## src/rtl/mux_nx1_arb.sv

```systemverilog
// Registered N:1 selector with per-channel valid/ready, direct or round-robin
// selection, and a single output register that streams at full throughput.
module mux_nx1_arb #(
  parameter int WIDTH = 32,
  parameter int N = 4,
  localparam int SELW = $clog2(N)
) (
  input  logic             clk,
  input  logic             rst_n,
  input  logic             mode,
  input  logic [SELW-1:0]  sel,
  input  logic [N*WIDTH-1:0] in_data,
  input  logic [N-1:0]     in_valid,
  output logic [N-1:0]     in_ready,
  output logic [WIDTH-1:0] out_data,
  output logic [SELW-1:0]  out_idx,
  output logic             out_valid,
  input  logic             out_ready
);

  logic [WIDTH-1:0] out_data_reg;
  logic [SELW-1:0]  out_idx_reg;
  logic             out_valid_reg;
  logic [SELW-1:0]  last_reg;

  logic             load;
  logic             xfer;
  logic             direct_hit;
  logic             rr_hi_found, rr_lo_found;
  logic [SELW-1:0]  rr_hi_idx, rr_lo_idx;
  logic             grant_any;
  logic [SELW-1:0]  grant_idx;
  logic [WIDTH-1:0] sel_data;

  assign load = !out_valid_reg || out_ready;

  // A select value with no matching channel (sel >= N) never grants.
  always_comb begin
    direct_hit = 1'b0;
    for (int i = 0; i < N; i++) begin
      if (sel == SELW'(i)) direct_hit = in_valid[i];
    end
  end

  // Round-robin: lowest valid channel above last wins; otherwise wrap to the
  // lowest valid channel at or below last.
  always_comb begin
    rr_hi_found = 1'b0;
    rr_lo_found = 1'b0;
    rr_hi_idx   = '0;
    rr_lo_idx   = '0;
    for (int i = N - 1; i >= 0; i--) begin
      if (in_valid[i]) begin
        if (SELW'(i) > last_reg) begin
          rr_hi_found = 1'b1;
          rr_hi_idx   = SELW'(i);
        end else begin
          rr_lo_found = 1'b1;
          rr_lo_idx   = SELW'(i);
        end
      end
    end
  end

  always_comb begin
    if (mode) begin
      grant_any = rr_hi_found || rr_lo_found;
      grant_idx = rr_hi_found ? rr_hi_idx : rr_lo_idx;
    end else begin
      grant_any = direct_hit;
      grant_idx = sel;
    end
  end

  generate
    for (genvar gi = 0; gi < N; gi++) begin : g_ready
      assign in_ready[gi] = rst_n && load && grant_any && (grant_idx == SELW'(gi));
    end
  endgenerate

  assign xfer = |in_ready;

  always_comb begin
    sel_data = '0;
    for (int i = 0; i < N; i++) begin
      if (grant_idx == SELW'(i)) sel_data = in_data[i*WIDTH +: WIDTH];
    end
  end

  always_ff @(posedge clk) begin
    if (!rst_n) begin
      out_valid_reg <= 1'b0;
      out_data_reg  <= '0;
      out_idx_reg   <= '0;
      last_reg      <= SELW'(N - 1);
    end else if (load) begin
      if (xfer) begin
        out_valid_reg <= 1'b1;
        out_data_reg  <= sel_data;
        out_idx_reg   <= grant_idx;
        if (mode) last_reg <= grant_idx;
      end else begin
        out_valid_reg <= 1'b0;
      end
    end
  end

  assign out_data  = out_data_reg;
  assign out_idx   = out_idx_reg;
  assign out_valid = out_valid_reg;

endmodule

```

## config.mk

```make
export PLATFORM = sky130hd
export DESIGN_NAME = mux_nx1_arb
export DESIGN_NICKNAME = d
export VERILOG_FILES = /design/src/rtl/mux_nx1_arb.sv
export SDC_FILE = /design/constraint.sdc
export NUM_CORES = 1
export LEC_CHECK = 0
export ABC_AREA = 1
export BUFFER_PORTS_ARGS = -buffer_cell sky130_fd_sc_hd__buf_2
export CAP_MARGIN = 10
export CORE_ASPECT_RATIO = 0.75
export CORE_MARGIN = 4
export CORE_UTILIZATION = 41
export CTS_CLUSTER_DIAMETER = 150
export CTS_CLUSTER_SIZE = 12
export DETAILED_ROUTE_END_ITERATION = 16
export GPL_TIMING_DRIVEN = 0
export PLACE_DENSITY = 0.8
export RECOVER_POWER = 50
export SYNTH_ARGS = -nofsm -noshare
export SYNTH_HDL_FRONTEND = slang
export SYNTH_SLANG_ARGS = --single-unit
```

## constraint.sdc

```tcl
create_clock -name clk -period 2.26 [get_ports clk]
set_clock_uncertainty 0.2 [all_clocks]
set_input_delay 0.339 -clock clk [delete_from_list [all_inputs] [get_ports clk]]
set_output_delay 0.339 -clock clk [all_outputs]
set_load 0.01 [all_outputs]
```

# Word-level counts from Yosys, hierarchy flattened
# Index checks and enable logic that the tools add are counted.
# W data, S select, Z words.
# word_totals
ram_bits,0
input_bits,138
ff_bits,37
word_cells,72
memories,0
latch_bits,0
mem_bits_ro,0
output_inout_bits,39
# classes
div,0
add_sub_neg,0
reduce_logical,14
n_lt_le_gt_ge,4
muxes,44
n_eq_ne,6
multipliers,0
shifts,0
bitwise_logic,0
# ops
operator,count
$mux W32,4
$mux W2,18
$mux W1,22
$eq A2 B2 Y1 const B,4
$logic_and A1 B1 Y1,6
$eq A2 B1 Y1 const B,2
$gt A1 B2 Y1 const A,2
$gt A2 B2 Y1 const A,2
$logic_not A2 Y1,2
$reduce_or A4 Y1,1
$reduce_and A3 Y1,1
$logic_or A1 B1 Y1,2
$reduce_and A2 Y1,1
$logic_not A1 Y1,1

# Longest topological paths before layout
# logic_depth
word_depth,16
ltp_mapped,16
depth_no_buf,15

# Least setup slack after synthesis
# No wires, ideal clock.
# synth_timing
kind,reg2out
from,register last_reg[1]
to,output in_ready[0]
arrival_ps,1591
stages_incl_launch_ff,12
n_path_buf,2
path_slack_ps,130
required_time_ps,1721
cell_sequence,dfxtp_1 > inv_1 > nand2_1 > nand2_1 > clkinv_1 > nand3_1 > a21oi_1 > nor3_2 > inv_1 > buf_2 > buf_2 > nor2_1
# synth_between
elab_chain_cells,13
word_cells_on_any_way,43
cone_classes,order compare (4); mux (35); reduce/logical (4)
# synth_rtl
element,line,text
"start, declared",24,logic [SELW-1:0] last_reg;
"start signal, assigned",95,last_reg <= SELW'(N - 1);
"start signal, assigned",101,if (mode) last_reg <= grant_idx;
$gt A2 B2 Y1,54,if (SELW'(i) > last_reg) begin
$mux W2 or $mux W1 (tied branches),54,
$mux W2 or $mux W1 (tied branches),53,if (in_valid[i]) begin
$mux W2 or $mux W1 (tied branches),54,
$mux W2 or $mux W1 (tied branches),53,
$mux W2 or $mux W1 (tied branches),54,
$mux W2 or $mux W1 (tied branches),53,
$mux W2 or $mux W1 (tied branches),54,
$mux W2 or $mux W1 (tied branches),53,
$mux W2 or $logic_or A1 B1 Y1 (tied branches),"68, 67",
$mux W2 or $mux W1 (tied branches),66,if (mode) begin
$logic_not A2 Y1 or $logic_and A1 B1 Y1 (tied branches),77,assign in_ready[gi] = rst_n && load && grant_any && (grant_idx == SELW'(gi));
$logic_and A1 B1 Y1 *,77,
"end, declared",14,"output logic [N-1:0] in_ready,"
# Mark *: on every way between the ends. The rest lies on a longest branch, timed or not.

# Worst setup path in the final report
# layout_timing
from,register last_reg[1]
to,output in_ready[2]
# layout_between
elab_chain_cells,13
word_cells_on_any_way,43
cone_classes,order compare (4); eq/ne (1); mux (35); reduce/logical (3)
# layout_rtl
element,line
$gt A2 B2 Y1,54
$mux W2 or $mux W1 (tied branches),54
$mux W2 or $mux W1 (tied branches),53
$mux W2 or $mux W1 (tied branches),54
$mux W2 or $mux W1 (tied branches),53
$mux W2 or $mux W1 (tied branches),54
$mux W2 or $mux W1 (tied branches),53
$mux W2 or $mux W1 (tied branches),54
$mux W2 or $mux W1 (tied branches),53
$mux W2 or $logic_or A1 B1 Y1 (tied branches),"68, 67"
$mux W2 or $mux W1 (tied branches),66
$eq A2 B2 Y1 or $logic_and A1 B1 Y1 (tied branches),77
$logic_and A1 B1 Y1 *,77
# Marked as above.

==> results.toml <==
[outcome]
outcome = "completed"

[layout]
final_cell_area_sq_mm = 0.00385
antenna_cells = 0
syn_to_final_growth_pct = 56.4
largest_register_ffs = 32
sequential_cell_area_sq_um = 748
utilization = 0.661
nFillCells = 592
drive_gt1_frac = 0.382
fin_cells = 693
multiInputGateArea_sq_mm = 0.00161
nets = 752

[yosys]
synth_common_cells = "149 x nand2_1, 51 x nor2_1, 40 x a21oi_1, 37 x dfxtp_1, 32 x nand3_1"
ys_types = 25
muxShareOfSynthArea = 0
synthAdderAreaFrac = 0
synthSimpleGateAreaFrac = 0.435
synth_top_area_cell = "dfxtp_1"
synth_ff_type = "dfxtp_1"
synth_compound_area_frac = 0.176
synthCells = 405
synth_top_family_by_area = "simple AND/OR/NAND/NOR gates"
syn_area_per_cell_sq_um = 6.08
yosys_warnings = 0
ys_ff_latch = 37
syn-cell-area_sq_mm = 0.00246
yosysSeqAreaShare = 0.301
yosysTopAreaCellShare = 0.301
synth_edf_count = 0
yosysMostFrequentCell = "nand2_1"
synth_nets = 543
yosys-top-cells-area = "dfxtp_1 30%, nand2_1 23%, a21oi_1 8.1%, nor2_1 7.8%, nand3_1 6.5%"
synth_xor_area_frac = 0
async_flop_share = 0

[floorplan]
initial_core_util = 0.422
die_y_um = 75.1
dieArea_sq_mm = 0.00732
rows = 24
core_sq_mm = 0.00583
io_pins = 177
die_x_um = 97.5

[drt]
dr_total_vias = 3482
wire_per_inst_um = 14.4
drc = 0
wl_um = 9980
drt_first_pass_iters = 4
drt_iter0_markers = 148
ant_nets = 0
vias_per_cell = 5.02

[setup_path]
worstSetupPathType = "reg -> out"
timing.critical_path.fanout_max = 5
rr_worst_depth = 14
startpoint_type = "register"
worstPathRequired_ns = 1.72
cp.arrival_ns = 1.71
critPathCaptureType = "output pin"
r2r-end = "out_data[8]"
timing.rr.start = "last_reg[1]"
rrSetupSlack_ns = 0.10

[worst_hold_path]
whs_endpoint = "out_valid"
whs_path_depth = 4
worstHoldStart = "out_ready"
worst_hold_path_type = "in -> reg"

[placed_design]
placedInstanceArea_sq_mm = 0.00343
pre_cts_slack_ns = -0.417
dp.cells = 658
port_buffers = 175
routabilityCongestion = 0.868
hpwlAfterDp_um = 7600

[grt]
top_usage_layer = "met2"
met2_usage = 0.442
grt_pass1_vias = 3216
use_met1 = 0.321
antenna_found_initial = 0
track_usage = 0.253
grt_pass1_wl_um = 14900
grt_use_met3 = 0.0630
grt_max_degree = 18
overflow = 0

[sta]
min_period_over_period = 0.995
rsz0062_at_grt = "true"
final-setup-viol-count = 0
final-hold-violation-count = 0
period_needed_ns = 2.25
holdWs_ns = 0.116
fin_ws_ns = 0.0106
worstMarginPinSlew_ns = 0.469
slew_viol_final = 0
slew-limit-headroom = 0.687
fin_tns_setup_ns = 0
timing.fmax_mhz = 445

[clock_tree]
clock-root-buffer = "clkbuf_8"
clk_latency_ns = 0.29
cts_tree = "yes"
cts_made_buffers = 5
clkTransAtPathRegs_ns = 0.07
cts.sinks = 37
htree_levels = 2
cts_buffer_depth = 2

[power]
p_per_area_mw_per_mm2 = 557
vdd_drop_max_v = 0.000296
power.total_mw = 2.15
power.leakage_nw = 1.92

[flow_run]
maxCapViolations = 0
[power by group]
part | switching [mW] | total (mW) | internal, mW
combinational | 0.519 | 0.919 | 0.400
sequential | 0.0438 | 0.776 | 0.732
clock | 0.232 | 0.451 | 0.219
[what timing repair did]
| item | in CTS | in global routing |
|---|---|---|
| resized for setup | 36 | 19 |
| setup buffers | 13 | 16 |
| endpoints found under the setup margin | 14 | 38 |
| hold buffers | 0 | 0 |
| pin swaps | 4 | 11 |
[cells in the final DEF, fill, tap and decap left out, types with 2 or more instances in the layout]
master,count
o211ai_1,6
nand4_1,12
buf_2,142
nand2_1,140
inv_1,13
clkbuf_2,2
nand3_1,30
inv_2,4
nand2_2,5
nand3_2,2
nor2_1,48
buf_6,9
nor2_2,2
nor2_4,4
dfxtp_4,2
a21oi_2,11
dfxtp_1,35
buf_4,31
clkbuf_1,42
nand2_4,7
a21oi_1,39
clkbuf_8,6
o21ai_0,14
[how the worst max path moves through the flow]
stage	slack, ns	startpoint	endpoint
2_1_floorplan	0.13	last_reg[1]	in_ready[0]
3_3_place_gp	-0.36	in_valid[2]	in_ready[3]
3_5_place_dp	-0.42	in_valid[2]	in_ready[3]
4_1_cts	-0.1	last_reg[1]	in_ready[0]
5_1_grt	-0.07	last_reg[1]	in_ready[3]
6_report	0.01	last_reg[1]	in_ready[2]
[area by class of cell]
cell class	count	share of cell area
Buffer	21	0.0432
Clock buffer	8	0.0208
Inverter	19	0.0211
Multi-Input combinational cell	326	0.417
Sequential cell	37	0.194
Tap cell	78	0.0254
Timing Repair Buffer	204	0.278
[kinds of logic (layout without fill, tap and decap cells)]
group                  after synthesis  count (layout)
DFF                                 37              37
AOI/OAI and AO/OA                   73              73
buffers and inverters               42             252
and+or+nand+nor                    253             253
[routing by layer]
layer  wire length (um)  vias up
li1                   -     1739
met2               4880      140
met1               4160     1594
met3                865        9
met5                  0        -
met4                 76        0
[critical path, stage by stage, from the launching register on]
cell	delay, ns
dfxtp_4	0.37
inv_2	0.07
nand2_4	0.07
nand2_4	0.08
inv_4	0.03
nand3_2	0.05
a21oi_2	0.05
nor3_4	0.22
clkbuf_8	0.21
nand2_2	0.05
nor2_1	0.08
buf_2	0.15
(Power assumes the default switching activity.)
